`src/rtl/rf_wport_arbiter.sv`:
```
// Arbitrates the register-file write port between the in-order writeback path
// and buffered long-latency completions, with a starvation timer that stalls WB.
module rf_wport_arbiter #(
  parameter int DEPTH    = 2,
  parameter int MAX_WAIT = 4
) (
  input  logic                     clk,
  input  logic                     reset,
  input  logic                     pl_wena,
  input  logic [5:0]               pl_addr,
  input  logic [31:0]              pl_data,
  output logic                     pl_stall,
  input  logic                     lu_valid,
  output logic                     lu_ready,
  input  logic [5:0]               lu_addr,
  input  logic [31:0]              lu_data,
  output logic                     rf_wena,
  output logic [5:0]               rf_waddr,
  output logic [31:0]              rf_wdata,
  output logic [$clog2(DEPTH):0]   fifo_count,
  output logic                     busy
);

  localparam int AW = $clog2(DEPTH);
  localparam int CW = AW + 1;
  localparam int WW = $clog2(MAX_WAIT + 1);
  localparam logic [CW-1:0] FULL = CW'(DEPTH);
  localparam logic [WW-1:0] WMAX = WW'(MAX_WAIT);

  logic [5:0]    mem_addr_q [DEPTH];
  logic [31:0]   mem_data_q [DEPTH];
  logic [AW-1:0] wr_ptr_q, rd_ptr_q;
  logic [CW-1:0] count_q, count_d;
  logic [WW-1:0] wait_q, wait_d;
  logic          rf_wena_q, rf_wena_d;
  logic [5:0]    rf_waddr_q, rf_waddr_d;
  logic [31:0]   rf_wdata_q, rf_wdata_d;
  logic          busy_w, force_w, pl_grant, pop, push;

  always_comb begin
    busy_w   = (count_q != '0);
    force_w  = busy_w && (wait_q >= WMAX);
    // x0 pipeline writes are dropped, so they leave the slot free for the FIFO
    pl_grant = !force_w && pl_wena && (pl_addr != 6'd0);
    pop      = force_w || (busy_w && !pl_grant);
    lu_ready = (count_q < FULL);
    push     = lu_valid && lu_ready && (lu_addr != 6'd0);
    pl_stall = force_w && pl_wena;
    count_d  = count_q + CW'(push) - CW'(pop);

    wait_d = wait_q;
    if (pop || !busy_w)     wait_d = '0;
    else if (wait_q < WMAX) wait_d = wait_q + WW'(1);

    rf_wena_d  = pl_grant || pop;
    rf_waddr_d = rf_waddr_q;
    rf_wdata_d = rf_wdata_q;
    if (pop) begin
      rf_waddr_d = mem_addr_q[rd_ptr_q];
      rf_wdata_d = mem_data_q[rd_ptr_q];
    end else if (pl_grant) begin
      rf_waddr_d = pl_addr;
      rf_wdata_d = pl_data;
    end
  end

  always_ff @(posedge clk or posedge reset) begin
    if (reset) begin
      wr_ptr_q   <= '0;
      rd_ptr_q   <= '0;
      count_q    <= '0;
      wait_q     <= '0;
      rf_wena_q  <= 1'b0;
      rf_waddr_q <= '0;
      rf_wdata_q <= '0;
    end else begin
      if (push) wr_ptr_q <= wr_ptr_q + AW'(1);
      if (pop)  rd_ptr_q <= rd_ptr_q + AW'(1);
      count_q    <= count_d;
      wait_q     <= wait_d;
      rf_wena_q  <= rf_wena_d;
      rf_waddr_q <= rf_waddr_d;
      rf_wdata_q <= rf_wdata_d;
    end
  end

  // Storage needs no reset: occupancy is tracked solely by count_q.
  always_ff @(posedge clk) begin
    if (push) begin
      mem_addr_q[wr_ptr_q] <= lu_addr;
      mem_data_q[wr_ptr_q] <= lu_data;
    end
  end

  assign rf_wena    = rf_wena_q;
  assign rf_waddr   = rf_waddr_q;
  assign rf_wdata   = rf_wdata_q;
  assign fifo_count = count_q;
  assign busy       = busy_w;

endmodule

```
`config.mk`:
```
export PLATFORM = sky130hd
export DESIGN_NAME = rf_wport_arbiter
export DESIGN_NICKNAME = d
export VERILOG_FILES = /design/src/rtl/rf_wport_arbiter.sv
export SDC_FILE = /design/constraint.sdc
export NUM_CORES = 1
export LEC_CHECK = 0
export CAP_MARGIN = 15
export CELL_PAD_IN_SITES_DETAIL_PLACEMENT = 0
export CELL_PAD_IN_SITES_GLOBAL_PLACEMENT = 1
export CORE_MARGIN = 5
export CORE_UTILIZATION = 40
export CTS_BUF_LIST = sky130_fd_sc_hd__clkbuf_4 sky130_fd_sc_hd__clkbuf_8 sky130_fd_sc_hd__clkbuf_16
export DETAILED_ROUTE_END_ITERATION = 10
export PLACE_DENSITY_LB_ADDON = 0.08
export SLEW_MARGIN = 20
export SYNTH_ARGS = -nofsm -noshare
export SYNTH_HDL_FRONTEND = slang
export SYNTH_SLANG_ARGS = --single-unit
```
`constraint.sdc`:
```
create_clock -name clk -period 3.2 [get_ports clk]
set_input_delay 0.48 -clock clk [delete_from_list [all_inputs] [get_ports clk]]
set_output_delay 0.48 -clock clk [all_outputs]
set_load 0.05 [all_outputs]
```
# [Word-level counts from Yosys, hierarchy flattened]
# Memories as Yosys holds them, arrays and structs flattened.
# Cells that the tools add are included.
[totals] ff_bits=46 mem_bits_rw=76 in_bits=80 output_inout_bits=44 wordCells=43 memories=2
[classes] addsub=5 magnitude_cmp=3 muxes=8 reduce_logical=18
[mem_list] memory="mem_data_q" words=2 word_bits=32 read_ports=1 rd_clocked_by_memory_dff=0 write_ports=1 line_no="31" source="logic [31:0] mem_data_q [DEPTH];"
[mem_list] memory="mem_addr_q" words=2 word_bits=6 read_ports=1 rd_clocked_by_memory_dff=0 write_ports=1 line_no="30" source="logic [5:0] mem_addr_q [DEPTH];"
[ops] cell="$mux 32" count=2
[ops] cell="$mux 6" count=2
[ops] cell="$reduce_bool 6->1" count=2
[ops] cell="$logic_and 1x1->1" count=7
[ops] cell="$mux 3" count=2
[ops] cell="$reduce_bool 2->1" count=3
[ops] cell="$add 3x1->3 const B" count=1
[ops] cell="$ge 3x3->1 const B" count=1
[ops] cell="$logic_not 1->1" count=3
[ops] cell="$logic_or 1x1->1" count=3
[ops] cell="$lt 3x3->1 const B" count=1
[ops] cell="$add 1x1->1 const B" count=2
[ops] cell="$add 2x1->2" count=1
[ops] cell="$lt 2x2->1 const B" count=1
[ops] cell="$mux 1" count=2
[ops] cell="$sub 2x1->2" count=1

# [Longest topological paths before layout]
# Gate-level depths: netlist (run 1).
[logic_depth] word_depth=10 mapped_depth=9 mapped_depth_nobuf=8

# [Worst setup path after synthesis (run 1)]
# OpenSTA, ideal clock, no wires.
[synth_timing] path_kind="register to register" startpoint="reg count_q[1] (netlist: fifo_count[1])" endpoint="mem mem_addr_q[0][0] (enable)" setup_ns=0.433 arrival_ns=3.228 t_required_ns=2.767 setup_slack_ns=-0.462 path_stages_with_launch=6 n_path_buf=2 synth_period_minus_slack_ns=3.662 cell_sequence="dfrtp_1 -> buf_2 -> clkbuf_1 -> inv_1 -> o311ai_2 -> nor2_1"
[synth_between] elab_chain_len=5
[synth_rtl] element="start, declared" line_no="33" source="logic [CW-1:0] count_q, count_d;"
[synth_rtl] element="start signal, assigned" line_no="79" source="count_q <= count_d;"
[synth_rtl] element="$lt 2x2->1" line_no="46" source="lu_ready = (count_q < FULL);"
[synth_rtl] element="named net lu_ready" line_no="14" source="output logic lu_ready,"
[synth_rtl] element="$logic_and 1x1->1 (2 in series)" line_no="47" source="push = lu_valid && lu_ready && (lu_addr != 6'd0);"
[synth_rtl] element="$mux 1" line_no="89" source="if (push) begin"
[synth_rtl] element="$mux 1 (implied by the code)" line_no="90" source="mem_addr_q[wr_ptr_q] <= lu_addr;"
[synth_rtl] element="end, declared" line_no="30"
# The timed path passes the listed nets, and every way through them passes these cells.

# [Final worst setup path (run 1)]
[layout_timing] startpoint="reg count_q[0] (netlist: fifo_count[0])" endpoint="out busy"
[layout_between] elab_chain_len=1
[layout_rtl] element="$reduce_bool 2->1" line_no="41" source="busy_w = (count_q != '0);"
[layout_rtl] element="end, declared" line_no="21" source="output logic busy"
# No other way between the ends.

==> metrics.txt, run 1 <==
highest fanout seen on the critical path=22; worst voltage drop across the vdd grid=0.534 mV; part of the power in registers=34.9%; data arrival time of the critical path=2.11 ns; run status=completed; clock period minus final worst setup slack=2.59 ns; Gate power share=40.5%; worst setup slack before clock tree synthesis=0.541 ns; Num CTS Buffers=17; Fin Setup TNS=0 ns; power spent charging and discharging nets=2.62 mW; endpoint class of the critical path=output port; RSZ-0062 raised after global routing=no; #FFs+latches synth=122; antenna diode instance count=0; number of antenna violations at the first check in global routing=0; cell type contributing the most total cell area after synthesis=sky130_fd_sc_hd__edfxtp_1; Clock transition at path regs=0.05 ns; Synth Flop Type=sky130_fd_sc_hd__edfxtp_1; filler instances=1030; worst min-delay path category=in -> async; Die Outline Area=0.0148 mm²; max cap viols=0; top-area cell type share of the netlist area=45.8%; row count=40; part of the total power dissipated in the clock network=24.6%; worst relative slew slack=56.3%; first-pass iteration count of the detailed router=4; count of buffers added by post-CTS timing repair for setup=0; final-report setup violation count=0; 1st-iter DRT viols=165; number of instances in the placed design=612; final worst path period share=80.8%; routed vias/inst=4.96; internal power=4.33 mW; total routing resource utilization after global routing=16.5%; min setup slack post-route=0.615 ns; Synthesis Warnings=0; Util after Layout=57.8%; via count=3192; worst setup path startpoint=fifo_count[0]; Avg WL per Cell=18.1 µm; top-level I/O count=124; post-synth cell types=31; Max Root-Sink Buffers=2; post-synthesis async set-or-reset flop share=37.7%; wire length of the first global-routing pass=18100 µm; Layout Cells excl Fill=643; post-placement cell area=0.00646 mm²; Reg2Reg Launch Point=fifo_count[0]; Setup Crit Path Kind=reg -> out; Switching Fraction=37.7%; Avg Synthesized Cell Area=15.1 µm²; gate count of the mapped netlist=330; share of post-route cells with drive strength above 1=17.9%; Resize count post-CTS=0; number of levels in the clock H-tree=4; global-route congestion overflow total=0; sequential share of the synthesized area=68.9%; Crit path required time=2.72 ns; wire length reported by the detailed router=11600 µm; P_leak=2.62 nW; kind of start point of the critical path=flop; count of clock tree sinks=122; Final Hold Viols=0; Highest Clock Rate=0.387 GHz; Synth Net Count=413; layout overhead on the synthesized area=40.6%; hold_buf cts=0; die extent in y=122 µm; Final Max Slew Viols=0; remaining design rule violation count=0; synthesized cell area=0.00498 mm²; clock latency reported for the late side of the worst-skew pair=0.40 ns; standard cell core area=0.0121 mm²; most used standard cell by instance count after synthesis=sky130_fd_sc_hd__edfxtp_1; leading post-synthesis cells by cell area=sky130_fd_sc_hd__edfxtp_1, sky130_fd_sc_hd__dfrtp_1, sky130_fd_sc_hd__mux2i_1, sky130_fd_sc_hd__mux2_2, sky130_fd_sc_hd__nor3_1; x dimension of the die=122 µm; pwr/cell area=991 mW/mm²; number of global-route vias before repair=3382; root cell of the clock tree=sky130_fd_sc_hd__clkbuf_16; combined flip-flop and latch cell area=0.00344 mm²; routability congestion estimate=0.731; most common library cells after synthesis=sky130_fd_sc_hd__edfxtp_1, sky130_fd_sc_hd__dfrtp_1, sky130_fd_sc_hd__nor3_1, sky130_fd_sc_hd__a21oi_1, sky130_fd_sc_hd__mux2i_1; HPWL after DPL=7780 µm; Fin Clk Skew=0.00684 ns; count of nets left with antenna violations after detail routing=0; number of enable-type register cells in the synthesized netlist=76; total area of multi-input combinational cells=0.00143 mm²; initial cell density of the core=41.1%; Port Buf Inserts=123; TritonCTS clock tree=done; finished layout cell area=0.00701 mm²; pin count of the biggest net entering global routing=29; number of nets in the final layout=546; slew of the pin with the lowest slew margin=0.655 ns
-- power groups by stage --
stage          registers (mW)  clock network (mW)  logic [mW]
4_1_cts                  2.43                1.75        2.85
5_1_grt                  2.48                1.83        2.99
3_5_place_dp             2.45                   0        2.84
6_report                 2.42                1.71        2.81
3_3_place_gp             2.44                   0        2.83
2_1_floorplan            3.09                   0        1.19
-- cell families after synthesis --
group	synth area share (%)
XOR/XNOR	0.703
multiplexers	15.5
AO/OA/AOI/OAI	5.85
AND/OR/NAND/NOR	5.48
flip-flops	68.9
adder cells (fa/ha/maj)	0.754
buffers and inverters	2.74
-- critical path, stage by stage (launching register included) --
cell and delay, ns:
sky130_fd_sc_hd__dfrtp_1 0.76, sky130_fd_sc_hd__nor2_1 0.25, sky130_fd_sc_hd__inv_1 0.18, sky130_fd_sc_hd__buf_4 0.32, sky130_fd_sc_hd__buf_12 0.18
-- path summary, 6_finish.rpt --
kind | endpoint | slack (ns) | depth (start not counted)
min in group clk | wait_q[0] | 0.45 | 1
hold reg to reg | wait_q[0] | 0.45 | 1
hold / removal | rf_wdata[24] | 0.36 | 2
setup reg to reg | fifo_count[1] | 0.94 | 8
setup / recovery | busy | 0.61 | 4
max in group asynchronous | rf_wdata[2] | 2.21 | 3
-- cell type report --
cell class	count	area share, %
well taps	168	3.00
flip-flops and latches	122	49.0
clock buffers	28	7.52
inverters	5	0.268
repair buffers	136	19.6
multi-input cells	181	20.4
clock inverters	3	0.196
-- sequential cells by signal, summed over array words and instances, names as in the netlist --
register and flops:
wait_q 3, rf_wena 1, rf_waddr 6, wr_ptr_q 1, rf_wdata 32, rd_ptr_q 1
mem_addr_q 12, mem_data_q 64, fifo_count 2
-- layer usage --
metal	up-vias	global-route usage, %	routed length [µm]
li1	1518	-	-
met1	1571	21.0	5220
met2	94	26.0	5590
met3	9	5.80	679
met4	0	6.09	122
met5	-	0	0
-- per-stage QoR --
step	hold slack [ns]	total power, mW
CTS	0.352	7.02
global route	0.395	7.29
detailed placement	0.445	5.29
floorplan	0.417	4.28
global placement	0.430	5.27
finish	0.360	6.94
-- layout by cell type (no fill, tap or decap), types with 4 or more instances in the layout --
master / instances
sky130_fd_sc_hd__xnor2_1: 4
sky130_fd_sc_hd__clkdlybuf4s50_1: 121
sky130_fd_sc_hd__buf_12: 4
sky130_fd_sc_hd__mux2_1: 5
sky130_fd_sc_hd__clkbuf_4: 8
sky130_fd_sc_hd__edfxtp_1: 76
sky130_fd_sc_hd__inv_1: 4
sky130_fd_sc_hd__a21oi_1: 38
sky130_fd_sc_hd__mux2_2: 30
sky130_fd_sc_hd__mux2i_1: 38
sky130_fd_sc_hd__dfrtp_1: 44
sky130_fd_sc_hd__nor3_1: 40
sky130_fd_sc_hd__buf_4: 11
sky130_fd_sc_hd__clkbuf_16: 17
Power figures use the tool's default switching activity.
==> run 2: changes to the inputs <==
Settings changed: CORE_UTILIZATION 40 to 36.
Clock period 3.2 ns to 2.35 ns, I/O delays scaled along.
==> metrics.txt, run 2 (synthesized netlist as in run 1, its figures left out) <==
run status=completed; count of buffers added by post-CTS timing repair for setup=0 (unchanged); Crit path required time=2.00 ns (-0.72 ns); cells on worst reg2reg path=8 (unchanged); P_leak=2.71 nW (+3.5%); 1st-iter DRT viols=112 (-32%); kind of start point of the critical path=flop; leading cell type in the layout, fill and taps excluded=sky130_fd_sc_hd__clkdlybuf4s50_1; Total Power=9.80 mW (+41%); pin count of the biggest net entering global routing=30 (+3.4%); x dimension of the die=128 µm (+5.0%); Layout Cells excl Fill=668 (+3.9%); slew of the pin with the lowest slew margin=0.522 ns (-0.134 ns); first-pass iteration count of the detailed router=6 (+2); detailed-route wire length on metal 1=4980 µm (-4.5%); Final Max Slew Viols=0 (unchanged); pwr/cell area=1360 mW/mm² (+37%); number of levels in the clock H-tree=4 (unchanged); share of post-route cells with drive strength above 1=21.3% (+3.4 points); highest-count cells in the layout ignoring fill and taps=sky130_fd_sc_hd__clkdlybuf4s50_1, sky130_fd_sc_hd__edfxtp_1, sky130_fd_sc_hd__dfrtp_1, sky130_fd_sc_hd__nor3_1; Max Root-Sink Buffers=2 (unchanged); endpoint class of the critical path=output port; clock latency reported for the late side of the worst-skew pair=0.41 ns (about the same); Avg WL per Cell=18.0 µm (-0.11%); Highest Clock Rate=0.453 GHz; part of the power in registers=32.0% (-2.9 points); root cell of the clock tree=sky130_fd_sc_hd__clkbuf_16; Setup Crit Path Kind=reg -> out; number of instances in the placed design=636 (+3.9%); data arrival time of the critical path=1.85 ns (-0.26 ns); routed length on met3=661 µm (-2.7%); highest fanout seen on the critical path=26 (+18%); part of the total power dissipated in the clock network=25.7% (+1.1 points); HPWL after DPL=8030 µm (+3.1%); power spent charging and discharging nets=3.67 mW (+40%); number of global-route vias before repair=3591 (+6.2%); final-report setup violation count=0 (unchanged); routed vias/inst=4.89 (-1.4%); total routing resource utilization after global routing=15.6% (-0.91 points); Clock transition at path regs=0.06 ns (about the same); wire length of the first global-routing pass=19100 µm (+5.3%); max cap viols=0 (unchanged); count of nets left with antenna violations after detail routing=0 (unchanged); wire length reported by the detailed router=12000 µm (+3.8%); Reg2Reg Launch Point=fifo_count[0]; Fin Clk Skew=0.00861 ns (+0.00176 ns); global-route congestion overflow total=0 (unchanged); finished layout cell area=0.00723 mm² (+3.2%); final worst path period share=93.9%; remaining design rule violation count=0 (unchanged); Die Outline Area=0.0163 mm² (+10%); layout overhead on the synthesized area=45.1%; row count=43 (+7.5%); Gate power share=42.2% (+1.7 points); worst min-delay path category=in -> async; via count=3269 (+2.4%); max reg flops=64 (unchanged); post-placement cell area=0.00664 mm² (+2.7%); RSZ-0062 raised after global routing=no; TritonCTS clock tree=done; worst reg-to-reg setup slack=0.43 ns (-0.51 ns); worst voltage drop across the vdd grid=0.666 mV (+25%); Switching Fraction=37.4% (-0.29 points); antenna diode instance count=0 (unchanged); internal power=6.14 mW (+42%); top register by number of flip-flops=mem_data_q; worst relative slew slack=65.1% (+8.8 points); top-level I/O count=124 (unchanged); initial cell density of the core=36.3% (-4.8 points); die extent in y=128 µm (+5.0%); routability congestion estimate=0.735 (+0.47%); Port Buf Inserts=123 (unchanged); count of clock tree sinks=122 (unchanged); met2 WL post-DR=6200 µm (+11%); top routing layer used=met4; Num CTS Buffers=17 (unchanged); number of nets in the final layout=558 (+2.2%); worst reg2reg endpoint=fifo_count[1]; Final Hold Viols=0 (unchanged); number of antenna violations at the first check in global routing=0 (unchanged); standard cell core area=0.0137 mm² (+13%); clock period minus final worst setup slack=2.21 ns
==> run 2: cell count changes in the layout (fill, tap and decap cells not counted), sizes merged <==
cell	change
clkinv	+3
buf	+15
clkbuf	-5
clkinvlp	+2
inv	-1
clkdlybuf4s50	-3
bufinv	+2
==> run 2: stage by stage <==
stage | setup WS, ns | TNS (ns) | util (%) | hold slack, ns
after floorplan | 0.0298 | 0 | - | 0.417
after global placement | -0.0944 | -1.88 | 48.4 | 0.431
after detailed placement | -0.146 | -2.40 | 48.4 | 0.436
after CTS | 0.0357 | 0 | 52.6 | 0.299
after global routing | 0.0264 | 0 | 52.7 | 0.328
final | 0.143 | 0 | 52.7 | 0.299
==> run 2: worst max-delay path by stage <==
stage,start,endpoint,slack (ns),depth (start not counted)
after floorplan,fifo_count[1],mem_addr_q[0][0],0.03,5
final,fifo_count[0],busy,0.14,5
after CTS,fifo_count[0],busy,0.04,5
after global placement,pl_addr[1],fifo_count[1],-0.09,9
after global routing,fifo_count[0],busy,0.03,5
after detailed placement,lu_addr[1],fifo_count[1],-0.15,8
==> run 2: worst max-delay path, stage by stage, from the launching register on <==
cell	delay (ns)
sky130_fd_sc_hd__dfrtp_2	0.37
sky130_fd_sc_hd__buf_4	0.36
sky130_fd_sc_hd__nor2_4	0.11
sky130_fd_sc_hd__inv_1	0.11
sky130_fd_sc_hd__buf_4	0.30
sky130_fd_sc_hd__buf_12	0.18
==> run 2: metal layers <==
| layer | track usage [%] | up-vias |
|---|---|---|
| li1 | - | 1539 |
| met1 | 18.4 | 1617 |
| met2 | 26.0 | 100 |
| met3 | 5.27 | 13 |
| met4 | 6.62 | 0 |
| met5 | 0 | - |
==> run 2: cell type report <==
| cell class | count | area [µm²] |
|---|---|---|
| clock buffers | 23 | 483 |
| clock inverters | 9 | 96.3 |
| fillers | 1180 | 6490 |
| inverters | 5 | 22.5 |
| multi-input cells | 181 | 1440 |
| flip-flops and latches | 122 | 3440 |
| well taps | 180 | 225 |
| repair buffers | 148 | 1520 |
==> run 2: power groups by stage <==
stage	clock network, mW	logic [mW]	registers, mW
after detailed placement	0	4.19	3.18
final	2.52	4.14	3.14
after CTS	2.57	4.21	3.15
after floorplan	0	1.65	4.20
after global routing	2.68	4.41	3.20
after global placement	0	4.16	3.16
==> run 2: timing repair <==
action                                  in CTS  in global routing
pin swaps                                    0                  0
hold buffers                                 0                  0
endpoints found under the setup margin       2                  1
endpoints found under the hold margin        0                  0
resized for setup                            1                  1
==> patch 1: new RTL, flow settings as in run 1 <==
Take the reset off `rf_waddr_q` and `rf_wdata_q` and load them in a clocked block of their own.
--- a/src/rtl/rf_wport_arbiter.sv
+++ b/src/rtl/rf_wport_arbiter.sv
@@ -72,6 +72,4 @@
       wait_q     <= '0;
       rf_wena_q  <= 1'b0;
-      rf_waddr_q <= '0;
-      rf_wdata_q <= '0;
     end else begin
       if (push) wr_ptr_q <= wr_ptr_q + AW'(1);
@@ -80,7 +78,10 @@
       wait_q     <= wait_d;
       rf_wena_q  <= rf_wena_d;
-      rf_waddr_q <= rf_waddr_d;
-      rf_wdata_q <= rf_wdata_d;
     end
+  end
+
+  always_ff @(posedge clk) begin
+    rf_waddr_q <= rf_waddr_d;
+    rf_wdata_q <= rf_wdata_d;
   end
 
Check against the original RTL: not equivalent (a bounded check fails within 4 cycles, from zero or initial values and one cycle with reset high).
==> patch 1 against run 1 <==
Final area is 3.6% lower; via count is 20% lower; sequential cell count stayed put; non-clock buffer count is 4 lower; synthesized area is 4.5% lower; worst setup slack better by 0.039 ns; critical path depth is 1 higher; wire length is 18% lower; power is 4.3% lower; worst hold slack worse by 0.028 ns; fmax is 1.5% higher; first-iteration DRC count is 51% lower; critical path type unchanged; critical endpoint is now pl_stall.
==> patch 1: results (changes against run 1) <==
detailed_routing:
  routedLengthMet1_um: 4140  # -21%
  viasPerCell: 4.81  # -3.1%
  drt_wl_total_um: 9560  # -18%
  wl_met2_um: 4690  # -16%
timing:
  finClkSkew_ns: 0.00539  # -0.00145 ns
  max_slew_margin_pct: 62.8  # +6.5 points
  period_share_pct: 79.6  # -1.2 points
placed_design:
  place_congestion: 0.696  # -4.8%
  placed_cells: 501  # -18%
  hpwl_um: 6480  # -17%
  dp_worst_setup_slack_ns: 0.448  # -0.0929 ns
  placed_area_um2: 6200  # -4.0%
setup_path:
  timing.critical_path.from: "fifo_count[1]$_DFF_PP0_"
  rrSetupSlack_ns: 1.24  # +0.30 ns
  worstRegToRegCells: 4  # -4
  cp_max_fo: 6  # -73%
  cp.arrival_ns: 2.07  # -0.04 ns
  max_stage_delay_ns: 0.82  # +0.06 ns
  endpoint: "pl_stall"
  cp_slowest_cell: "clkdlybuf4s50_1"
  reg2reg_to: "mem_data_q[1][2]$_DFFE_PP_"
power:
  leakagePower_nw: 2.39  # -9.0%
  pwr-share-comb_pct: 36.6  # -3.9 points
  ir_drop_mv: 0.421  # -21%
  p_per_area_nw_per_um2: 984  # -0.70%
global_route:
  grt_pass1_vias: 2785  # -18%
  gr-usage-all-layers_pct: 13.9  # -2.6 points
  grt_max_degree: 33  # +14%
  met1_usage_pct: 16.4  # -4.6 points
cells_and_area:
  fin_nets: 460  # -16%
  fillCellCount: 905  # -12%
synthesis:
  ys_types: 19  # -39%
  synth_nets: 317  # -23%
  ys_seq_area_share_pct: 76.2  # +7.2 points
  synth.area.top_cells: "edfxtp_1 (72%), mux2_2 (18%), dfrtp_1 (4.2%)"
  synth_common_cells: "edfxtp_1 (114), mux2_2 (74), dfrtp_1 (8)"
run_status:
  status: "complete, no violations"
patch 1: changes by cell type after synthesis, moves of 2 or more:
cell	run 1	this run
mux2_2	30	74
dfrtp_1	46	8
buf_1	2	0
mux2_1	5	2
nor3_1	40	0
nor4b_1	0	2
a21oi_1	38	0
nor4_1	0	2
a22o_1	2	0
buf_2	4	2
clkbuf_1	12	2
edfxtp_1	76	114
mux2i_1	38	0
patch 1: logic make-up after synthesis:
| group | Yosys count | synth area share (%) |
|---|---|---|
| xor+xnor | 4 | 0.736 |
| simple gates | 13 | 1.55 |
| compound gates | 2 | 0.999 |
| buf+inv | 14 | 1.79 |
| mux | 76 | 18.0 |
| flops | 122 | 76.2 |
| fa+ha+maj | 3 | 0.789 |
patch 1: layout make-up:
class	count	area (µm²)	area share, %
Sequential cell	122	3620	53.7
Timing Repair Buffer	132	1310	19.4
Multi-Input combinational cell	98	1070	15.8
Clock buffer	19	440	6.52
Tap cell	143	179	2.65
Clock inverter	13	109	1.61
Inverter	6	22.5	0.333
==> patch 2: new RTL, settings of run 1 <==
Without the edit above. Set the parameter `DEPTH` to 4 (it was 2).
--- a/src/rtl/rf_wport_arbiter.sv
+++ b/src/rtl/rf_wport_arbiter.sv
@@ -2,5 +2,5 @@
 // and buffered long-latency completions, with a starvation timer that stalls WB.
 module rf_wport_arbiter #(
-  parameter int DEPTH    = 2,
+  parameter int DEPTH    = 4,
   parameter int MAX_WAIT = 4
 ) (
Ports: changed (resized fifo_count); port bits go from 124 to 125. No check against the original RTL was run, so the function may have changed too.
==> patch 2 against run 1 <==
Synthesized area is 56% higher; worst setup slack worse by 0.22 ns; final area is 44% higher; power is 31% higher; sequential power is 55% higher; clock skew is 0.0060 ns higher; combinational power is 7.1% higher; sequential cell count is 79 higher; wire length is 41% higher; utilization is 5.4 points lower; non-clock buffer count is 7 higher; via count is 27% higher; largest power group is now registers; highest routed layer unchanged.
==> patch 2: results (changes against run 1) <==
detailed_routing:
  drt_wl_total_um: 16400  # +41%
  viasPerCell: 5.04  # +1.5%
placed_design:
  placed_area_um2: 9440  # +46%
  place_congestion: 0.734  # +0.41%
  io_buffers: 124  # +0.81%
synthesis:
  ys_types: 29  # -6.5%
  synth.area.top_cells: "edfxtp_1 (59%), dfrtp_1 (16%), mux4_2 (11%)"
  ys_seq_area_share_pct: 74.6  # +5.7 points
  synth_compound_area_share_pct: 6.35  # +0.50 points
  synthAdderAreaFrac_pct: 1.39  # +0.63 points
  synthArstFlopShare_pct: 24.4  # -13 points
  synth_nets: 471  # +14%
  synthXorXnorAreaFrac_pct: 0.564  # -0.14 points
  synth_common_cells: "edfxtp_1 (152), dfrtp_1 (49), mux4_2 (38), o221a_1 (38), or2_1 (30)"
  muxShareOfSynthArea_pct: 11.0  # -4.5 points
global_route:
  grt_pass1_wl_um: 25600  # +41%
  gr-usage-all-layers_pct: 14.9  # -1.6 points
  grt_max_degree: 40  # +38%
  grt_pass1_vias: 4581  # +35%
timing:
  fin_hold_ws_ns: 0.375  # +0.0150 ns
clocking:
  insertion_delay_ns: 0.49  # +0.09 ns
  cts.path.max_buffers: 3  # +1
  cts_buffers: 21  # +4
  htree_num_levels: 1  # -3
floorplan:
  core_area_um2: 19300  # +59%
setup_path:
  worstRegToRegCells: 11  # +3
  max_stage_delay_ns: 0.55  # -0.21 ns
  cp.arrival_ns: 3.17  # +1.06 ns
  r2r-start: "fifo_count[1]$_DFF_PP0_"
run_status:
  status: "complete, no violations"
power:
  leakagePower_nw: 3.47  # +32%
  report.power.total_mw: 9.09  # +31%
cells_and_area:
  fin_nets: 616  # +13%
-- patch 2: layer usage --
metal,vias to the layer above,routed length (µm),global-route usage (%)
met2,104,8300,25.6
met1,2094,7000,20.0
met4,0,198,3.16
met5,-,0,0
met3,17,911,2.77
li1,1850,-,-
-- patch 2: how the worst max path moves through the flow --
| stage | from | to | cells past startpoint |
|---|---|---|---|
| after floorplan | pl_addr[0] | fifo_count[2]$_DFF_PP0_ | 12 |
| after global placement | pl_addr[0] | fifo_count[2]$_DFF_PP0_ | 12 |
| after detailed placement | pl_addr[0] | fifo_count[2]$_DFF_PP0_ | 12 |
| after CTS | fifo_count[1]$_DFF_PP0_ | pl_stall | 5 |
| after global routing | fifo_count[1]$_DFF_PP0_ | pl_stall | 5 |
| final | pl_addr[0] | fifo_count[2]$_DFF_PP0_ | 12 |
-- patch 2: per-stage QoR --
step	setup slack (ns)	utilization (%)	std cells
2_1_floorplan	0.247	-	383
3_3_place_gp	-0.0523	49.0	770
3_5_place_dp	-0.107	49.0	770
4_1_cts	0.375	52.4	807
5_1_grt	0.280	52.4	807
6_report	0.393	52.4	807
-- patch 2: cell type report --
cell class / count / area, µm² / share of cell area [%]
tap: 265 / 332 / 3.28
timing repair buffer: 143 / 1420 / 14.1
clock buffer: 27 / 589 / 5.83
inverter: 10 / 37.5 / 0.372
sequential: 201 / 5800 / 57.4
clock inverter: 10 / 75.1 / 0.743
multi-input combinational: 151 / 1850 / 18.3
-- patch 2: cell families after synthesis --
logic type / after synthesis
XOR/XNOR: 5
AND/OR/NAND/NOR: 54
multiplexers: 38
buffers and inverters: 31
adder cells (fa/ha/maj): 8
AO/OA/AOI/OAI: 46
flip-flops: 201
-- patch 2: worst reg2reg max path: cells and delay by family, from the launching register on --
family	cells	cell delay (ns)
adder cells (fa/ha/maj)	3	0.72
XOR/XNOR	2	0.28
buffers and inverters	4	0.31
flip-flops	1	0.47
AND/OR/NAND/NOR	2	0.40
-- patch 2: power breakdown --
part	total, mW	switching (mW)	leakage (nW)	internal, mW
Sequential	3.76	0.394	1.94	3.37
Clock	2.31	0.934	0.337	1.38
Combinational	3.01	1.70	1.20	1.31
